### src/rtl/mult_accum_pipe.sv
// Pipelined multi-channel signed multiply-accumulate with per-channel banks and a rounded, width-reduced result per run.
// Optional MULT_ACCUM_SAT_EN: saturating accumulate/reduction with an overflow flag (default build wraps and truncates).
module mult_accum_pipe #(
  parameter int DATA_W = 16,
  parameter int ACC_W  = 40,
  parameter int NCH    = 4,
  parameter int SHIFT  = 15,
  localparam int CH_W  = (NCH > 1) ? $clog2(NCH) : 1
) (
  input  logic              clk,
  input  logic              rst,
  input  logic              in_valid,
  output logic              in_ready,
  input  logic [CH_W-1:0]   in_ch,
  input  logic [DATA_W-1:0] in_a,
  input  logic [DATA_W-1:0] in_b,
  input  logic              in_sub,
  input  logic              in_load,
  input  logic              in_last,
  output logic              out_valid,
  input  logic              out_ready,
  output logic [CH_W-1:0]   out_ch,
  output logic [DATA_W-1:0] out_data,
  output logic [ACC_W-1:0]  out_acc,
  output logic              out_ovf
);

  // Handshake: a beat moves on a rising edge when valid && ready. A pending
  // unconsumed result freezes every stage, so in_ready depends on the output side only.
  localparam int RSH = (SHIFT > 0) ? SHIFT - 1 : 0;
  localparam logic [ACC_W:0] RND = (SHIFT > 0) ? ({{ACC_W{1'b0}}, 1'b1} << RSH) : '0;
`ifdef MULT_ACCUM_SAT_EN
  localparam logic signed [ACC_W-1:0] ACC_MAX = {1'b0, {(ACC_W-1){1'b1}}};
  localparam logic signed [ACC_W-1:0] ACC_MIN = {1'b1, {(ACC_W-1){1'b0}}};
  localparam logic signed [ACC_W:0] D_MAX = {{(ACC_W+2-DATA_W){1'b0}}, {(DATA_W-1){1'b1}}};
  localparam logic signed [ACC_W:0] D_MIN = {{(ACC_W+2-DATA_W){1'b1}}, {(DATA_W-1){1'b0}}};
  logic signed [ACC_W:0] sum_w;
`endif

  logic stall;
  assign stall    = out_valid && !out_ready;
  assign in_ready = !stall;

  logic                     s1_valid, s1_sub, s1_load, s1_last;
  logic [CH_W-1:0]          s1_ch;
  logic signed [DATA_W-1:0] s1_a, s1_b;
  logic                     s2_valid, s2_sub, s2_load, s2_last;
  logic [CH_W-1:0]          s2_ch;
  logic signed [2*DATA_W-1:0] s2_p;
  logic                     s3_valid, s3_sub, s3_load, s3_last;
  logic [CH_W-1:0]          s3_ch;
  logic signed [ACC_W-1:0]  s3_p;

  logic signed [ACC_W-1:0]  bank [NCH];
  logic                     ovf_bank [NCH];

  logic                     ch_ok, acc_ovf, red_ovf, res_ovf, emit;
  logic signed [ACC_W-1:0]  base, acc_next;
  logic signed [ACC_W:0]    rnd_sum, r;
  logic [DATA_W-1:0]        data_red;
  logic                     unused_bits;

  always_ff @(posedge clk or posedge rst) begin
    if (rst) begin
      s1_valid <= 1'b0; s1_sub <= 1'b0; s1_load <= 1'b0; s1_last <= 1'b0;
      s1_ch <= '0; s1_a <= '0; s1_b <= '0;
      s2_valid <= 1'b0; s2_sub <= 1'b0; s2_load <= 1'b0; s2_last <= 1'b0;
      s2_ch <= '0; s2_p <= '0;
      s3_valid <= 1'b0; s3_sub <= 1'b0; s3_load <= 1'b0; s3_last <= 1'b0;
      s3_ch <= '0; s3_p <= '0;
    end else if (!stall) begin
      s1_valid <= in_valid && in_ready;
      s1_sub <= in_sub; s1_load <= in_load; s1_last <= in_last;
      s1_ch <= in_ch; s1_a <= in_a; s1_b <= in_b;
      s2_valid <= s1_valid;
      s2_sub <= s1_sub; s2_load <= s1_load; s2_last <= s1_last;
      s2_ch <= s1_ch; s2_p <= s1_a * s1_b;
      // Registered, sign-extended product feeds the single bank read-modify-write stage
      s3_valid <= s2_valid;
      s3_sub <= s2_sub; s3_load <= s2_load; s3_last <= s2_last;
      s3_ch <= s2_ch; s3_p <= ACC_W'(s2_p);
    end
  end

  always_comb begin
    ch_ok = int'(s3_ch) < NCH;
    base  = s3_load ? '0 : bank[s3_ch];
`ifdef MULT_ACCUM_SAT_EN
    sum_w = s3_sub ? ({base[ACC_W-1], base} - {s3_p[ACC_W-1], s3_p})
                   : ({base[ACC_W-1], base} + {s3_p[ACC_W-1], s3_p});
    acc_ovf  = sum_w[ACC_W] ^ sum_w[ACC_W-1];
    acc_next = acc_ovf ? (sum_w[ACC_W] ? ACC_MIN : ACC_MAX) : sum_w[ACC_W-1:0];
`else
    acc_ovf  = 1'b0;
    acc_next = s3_sub ? (base - s3_p) : (base + s3_p);
`endif
    // One extra bit keeps the rounding add from wrapping before the shift
    rnd_sum  = {acc_next[ACC_W-1], acc_next} + RND;
    r        = rnd_sum >>> SHIFT;
    data_red = r[DATA_W-1:0];
    red_ovf  = 1'b0;
`ifdef MULT_ACCUM_SAT_EN
    if (r > D_MAX) begin
      data_red = D_MAX[DATA_W-1:0];
      red_ovf  = 1'b1;
    end else if (r < D_MIN) begin
      data_red = D_MIN[DATA_W-1:0];
      red_ovf  = 1'b1;
    end
`endif
    res_ovf = ovf_bank[s3_ch] | acc_ovf | red_ovf;
    emit    = s3_valid && s3_last && ch_ok;
  end

  assign unused_bits = ^r[ACC_W:DATA_W];

  always_ff @(posedge clk or posedge rst) begin
    if (rst) begin
      for (int i = 0; i < NCH; i++) begin
        bank[i]     <= '0;
        ovf_bank[i] <= 1'b0;
      end
    end else if (!stall && s3_valid && ch_ok) begin
      if (s3_last) begin
        bank[s3_ch]     <= '0;
        ovf_bank[s3_ch] <= 1'b0;
      end else begin
        bank[s3_ch]     <= acc_next;
        ovf_bank[s3_ch] <= ovf_bank[s3_ch] | acc_ovf;
      end
    end
  end

  always_ff @(posedge clk or posedge rst) begin
    if (rst) begin
      out_valid <= 1'b0;
      out_ch    <= '0;
      out_data  <= '0;
      out_acc   <= '0;
      out_ovf   <= 1'b0;
    end else if (!stall) begin
      out_valid <= emit;
      if (emit) begin
        out_ch   <= s3_ch;
        out_data <= data_red;
        out_acc  <= acc_next;
        out_ovf  <= res_ovf;
      end
    end
  end

endmodule

### config.mk
export PLATFORM = sky130hd
export DESIGN_NAME = mult_accum_pipe
export DESIGN_NICKNAME = d
export VERILOG_FILES = /design/src/rtl/mult_accum_pipe.sv
export SDC_FILE = /design/constraint.sdc
export NUM_CORES = 2
export LEC_CHECK = 0
export ABC_AREA = 1
export CORE_ASPECT_RATIO = 0.9
export CORE_MARGIN = 4
export CORE_UTILIZATION = 57
export CTS_CLUSTER_DIAMETER = 120
export DETAILED_ROUTE_END_ITERATION = 8
export PLACE_DENSITY_LB_ADDON = 0.3
export REMOVE_ABC_BUFFERS = 1
export SETUP_SLACK_MARGIN = 0.1
export SLEW_MARGIN = 25
export SYNTH_ARGS = -nofsm -noshare
export SYNTH_HDL_FRONTEND = slang
export SYNTH_SLANG_ARGS = --single-unit
### constraint.sdc
create_clock -name clk -period 10.9 [get_ports clk]
set_input_delay 1.635 -clock clk [delete_from_list [all_inputs] [get_ports clk]]
set_output_delay 1.635 -clock clk [all_outputs]
set_load 0.005 [all_outputs]
==> results.cfg <==
[status]
status = finished clean

[critical_path]
critical_path.startpoint = s1_b[1]
path_class = reg2reg
arrival_ns = 6.92
reg2reg_slack_ns = 4.42
critPathLaunchType = register
crit_chain = nand2_1 > inv_1 > fa_1 > fa_1 > inv_1 > fa_1 > inv_1 > fa_1 > fa_1 > fa_1 > ha_1 > a21oi_1 > o21ai_0 > a21oi_1 > nand3_1 > or2_2 > nand3_1 > o21ai_0
crit_slowest_cell = fa_1
critical_path.max_stage_delay_ns = 0.83
cp.depth = 18
crit_end = s2_p[26]
endpoint_kind = register
critPathBufInv = 3
crit_path_frequent_cell = fa_1
r2r-start = s1_b[1]
r2r_cells = 18
critPathTopFamily = adder cells
r2r-end = s2_p[26]
cp_max_fo = 17
crit_required_ns = 11.34

[finish]
syn2layout_area_growth_pct = 9.72
final_nets = 4079
diodes = 0
n_fill_cell = 4233
design_area_um2 = 30600
drive_gt1_share_pct = 3.64
postLayoutCoreUtil_pct = 63.7

[clock_tree]
insertion_delay_ns = 0.58
cts_root_buf = clkbuf_16
cts.clk_slew.worst_paths_ns = 0.06
cts_made_buffers = 38
h-tree-depth = 2
cts_buffer_depth = 3
clock-sinks = 338
cts_setup_buffers = 0
cts-resized-gates = 0
holdBufCountCts = 0
cts_tree = built

[hold_path]
min-delay-start = out_data[0]
min_path_type = reg2reg

[routing]
drt-vias-per-instance = 5.41
drc = 0
drt_first_pass_iters = 5
vias = 23300
routed_wl_um = 73600
wl_per_cell_um = 17.1
ant_nets = 0
drt-initial-drc-count = 2139

[logic_synthesis]
ys_warn_count = 0
synth_cells = 3645
synth.avg_cell_area_um2 = 7.66
synthArstFlopShare_pct = 100
synthTopCellsByArea = dfrtp_1, fa_1, nand2_1
yosysTopAreaCell = dfrtp_1
synth-edff-count = 0
synth_commonest_cells = nand2_1, inv_1, dfrtp_1, fa_1, o21ai_0
synth_cell_types = 47
synth.cell_area_um2 = 27900
synth-seq-cells = 338
yosysTopAreaCellShare_pct = 30.3
ys.flop_type = dfrtp_1
ys_seq_area_share_pct = 30.3
synthMostInstantiatedCell = nand2_1

[sta]
period_minus_slack_ns = 6.48
finalCritPeriodShare_pct = 59.5
hold_viol_final = 0
clock.fmax_ghz = 0.154
rsz0062_at_grt = no
setup_violations = 0
clock_skew_ns = 0.0234
relSlewSlack_pct = 30.4
fin_ws_ns = 4.42
worst-slew-pin-transition_ns = 1.04
drv_slew = 0

[floorplanning]
dieArea_um2 = 52600
coreArea_um2 = 48100
die_h_um = 218
die_w_um = 241
num_rows = 76
pin_count = 102
start_util_pct = 58.0

[grt]
gr-total-overflow = 0
antenna_found_initial = 1
grt_max_degree = 123
grtUsageTotal_pct = 29.1
grt_pass1_wl_um = 122000
grt_pass1_vias = 23200

[run]
cap_violations = 0

[placed_design]
finalWeightedCongestion = 0.959
placed_area_um2 = 29400
place_ws_ns = 4.53
hpwl_um = 55400
portBuffers = 101
-- through the flow --
| stage | hold slack (ns) | cells | setup TNS, ns |
|---|---|---|---|
| after detailed placement | 0.459 | 4235 | 0 |
| final | 0.473 | 4304 | 0 |
| after CTS | 0.474 | 4303 | 0 |
| after global placement | 0.453 | 4235 | 0 |
| after global routing | 0.494 | 4304 | 0 |
| after floorplan | 0.442 | 3489 | -34.34 |
-- per-layer routing --
metal	up-vias	track usage, %	routed length, µm
met2	891	46.0	33400
met4	4	8.51	2280
met5	-	0	26
met3	142	5.44	6370
met1	11200	41.5	31400
li1	11000	-	-
-- final cells by class --
type | count | area, µm² | area share (%)
inverter | 760 | 2860 | 9.35
tap | 624 | 781 | 2.55
clock inverter | 17 | 183 | 0.596
timing repair buffer | 123 | 1200 | 3.93
clock buffer | 51 | 1070 | 3.49
multi-input combinational | 2391 | 16100 | 52.5
sequential | 338 | 8460 | 27.6
-- registers in the layout (all words and copies together) (netlist names), 2 cells and up --
register  cells
s2_ch         2
ovf_bank      4
s1_a         16
out_acc      40
s2_p         32
s1_b         16
out_ch        2
s1_ch         2
bank        160
s3_ch         2
out_data     16
s3_p         32
-- worst register-to-register path, cell delays in order, from the launching register on --
cell and delay (ns):
dfrtp_1 0.77, nand2_1 0.21, inv_1 0.17, fa_1 0.56, fa_1 0.83, inv_1 0.15
fa_1 0.50, inv_1 0.05, fa_1 0.56, fa_1 0.44, fa_1 0.44, ha_1 0.37
a21oi_1 0.30, o21ai_0 0.20, a21oi_1 0.17, nand3_1 0.17, or2_2 0.31, nand3_1 0.06
o21ai_0 0.08
-- logic make-up (layout without fill, tap and decap cells) --
kind of cell	after synthesis	in the layout	share of synthesized area, %
adder cells (fa/ha/maj)	386	386	24.4
AND/OR/NAND/NOR	1451	1451	20.7
multiplexers	22	22	0.789
buffers and inverters	916	951	12.3
flip-flops	338	338	30.3
XOR/XNOR	71	71	2.28
AO/OA/AOI/OAI	461	461	9.27
-- placed cells by master (no fill, tap or decap), types with 5 or more instances in the layout --
cell / count
a22oi_1: 9
nor2_1: 227
o22ai_1: 15
xor2_1: 43
nor2_2: 8
clkdlybuf4s50_1: 101
nand2_1: 1051
nor3_1: 15
or2_2: 13
nor4_1: 5
xnor2_1: 26
buf_4: 19
ha_1: 123
nand4_1: 18
o21bai_1: 9
clkinv_4: 5
a31oi_1: 11
mux2i_1: 22
a21oi_1: 115
dfrtp_1: 337
clkbuf_8: 7
nor2_4: 11
clkinv_2: 6
clkbuf_1: 6
inv_1: 755
o21ai_0: 239
clkbuf_16: 38
a221oi_1: 35
nand3_1: 92
fa_1: 263
o211ai_1: 6
-- worst min-delay path by stage --
stage                    to  slack (ns)  depth (start not counted)
6_report        out_data[0]        0.47                          2
5_1_grt        out_data[11]        0.49                          2
4_1_cts         out_data[0]        0.47                          2
3_5_place_dp    out_data[0]        0.46                          2
3_3_place_gp    out_data[0]        0.45                          2
2_1_floorplan      bank[82]        0.44                          2
Power is not shown: default switching activity piles up to over one toggle a cycle in this logic, so the estimate is an artifact.
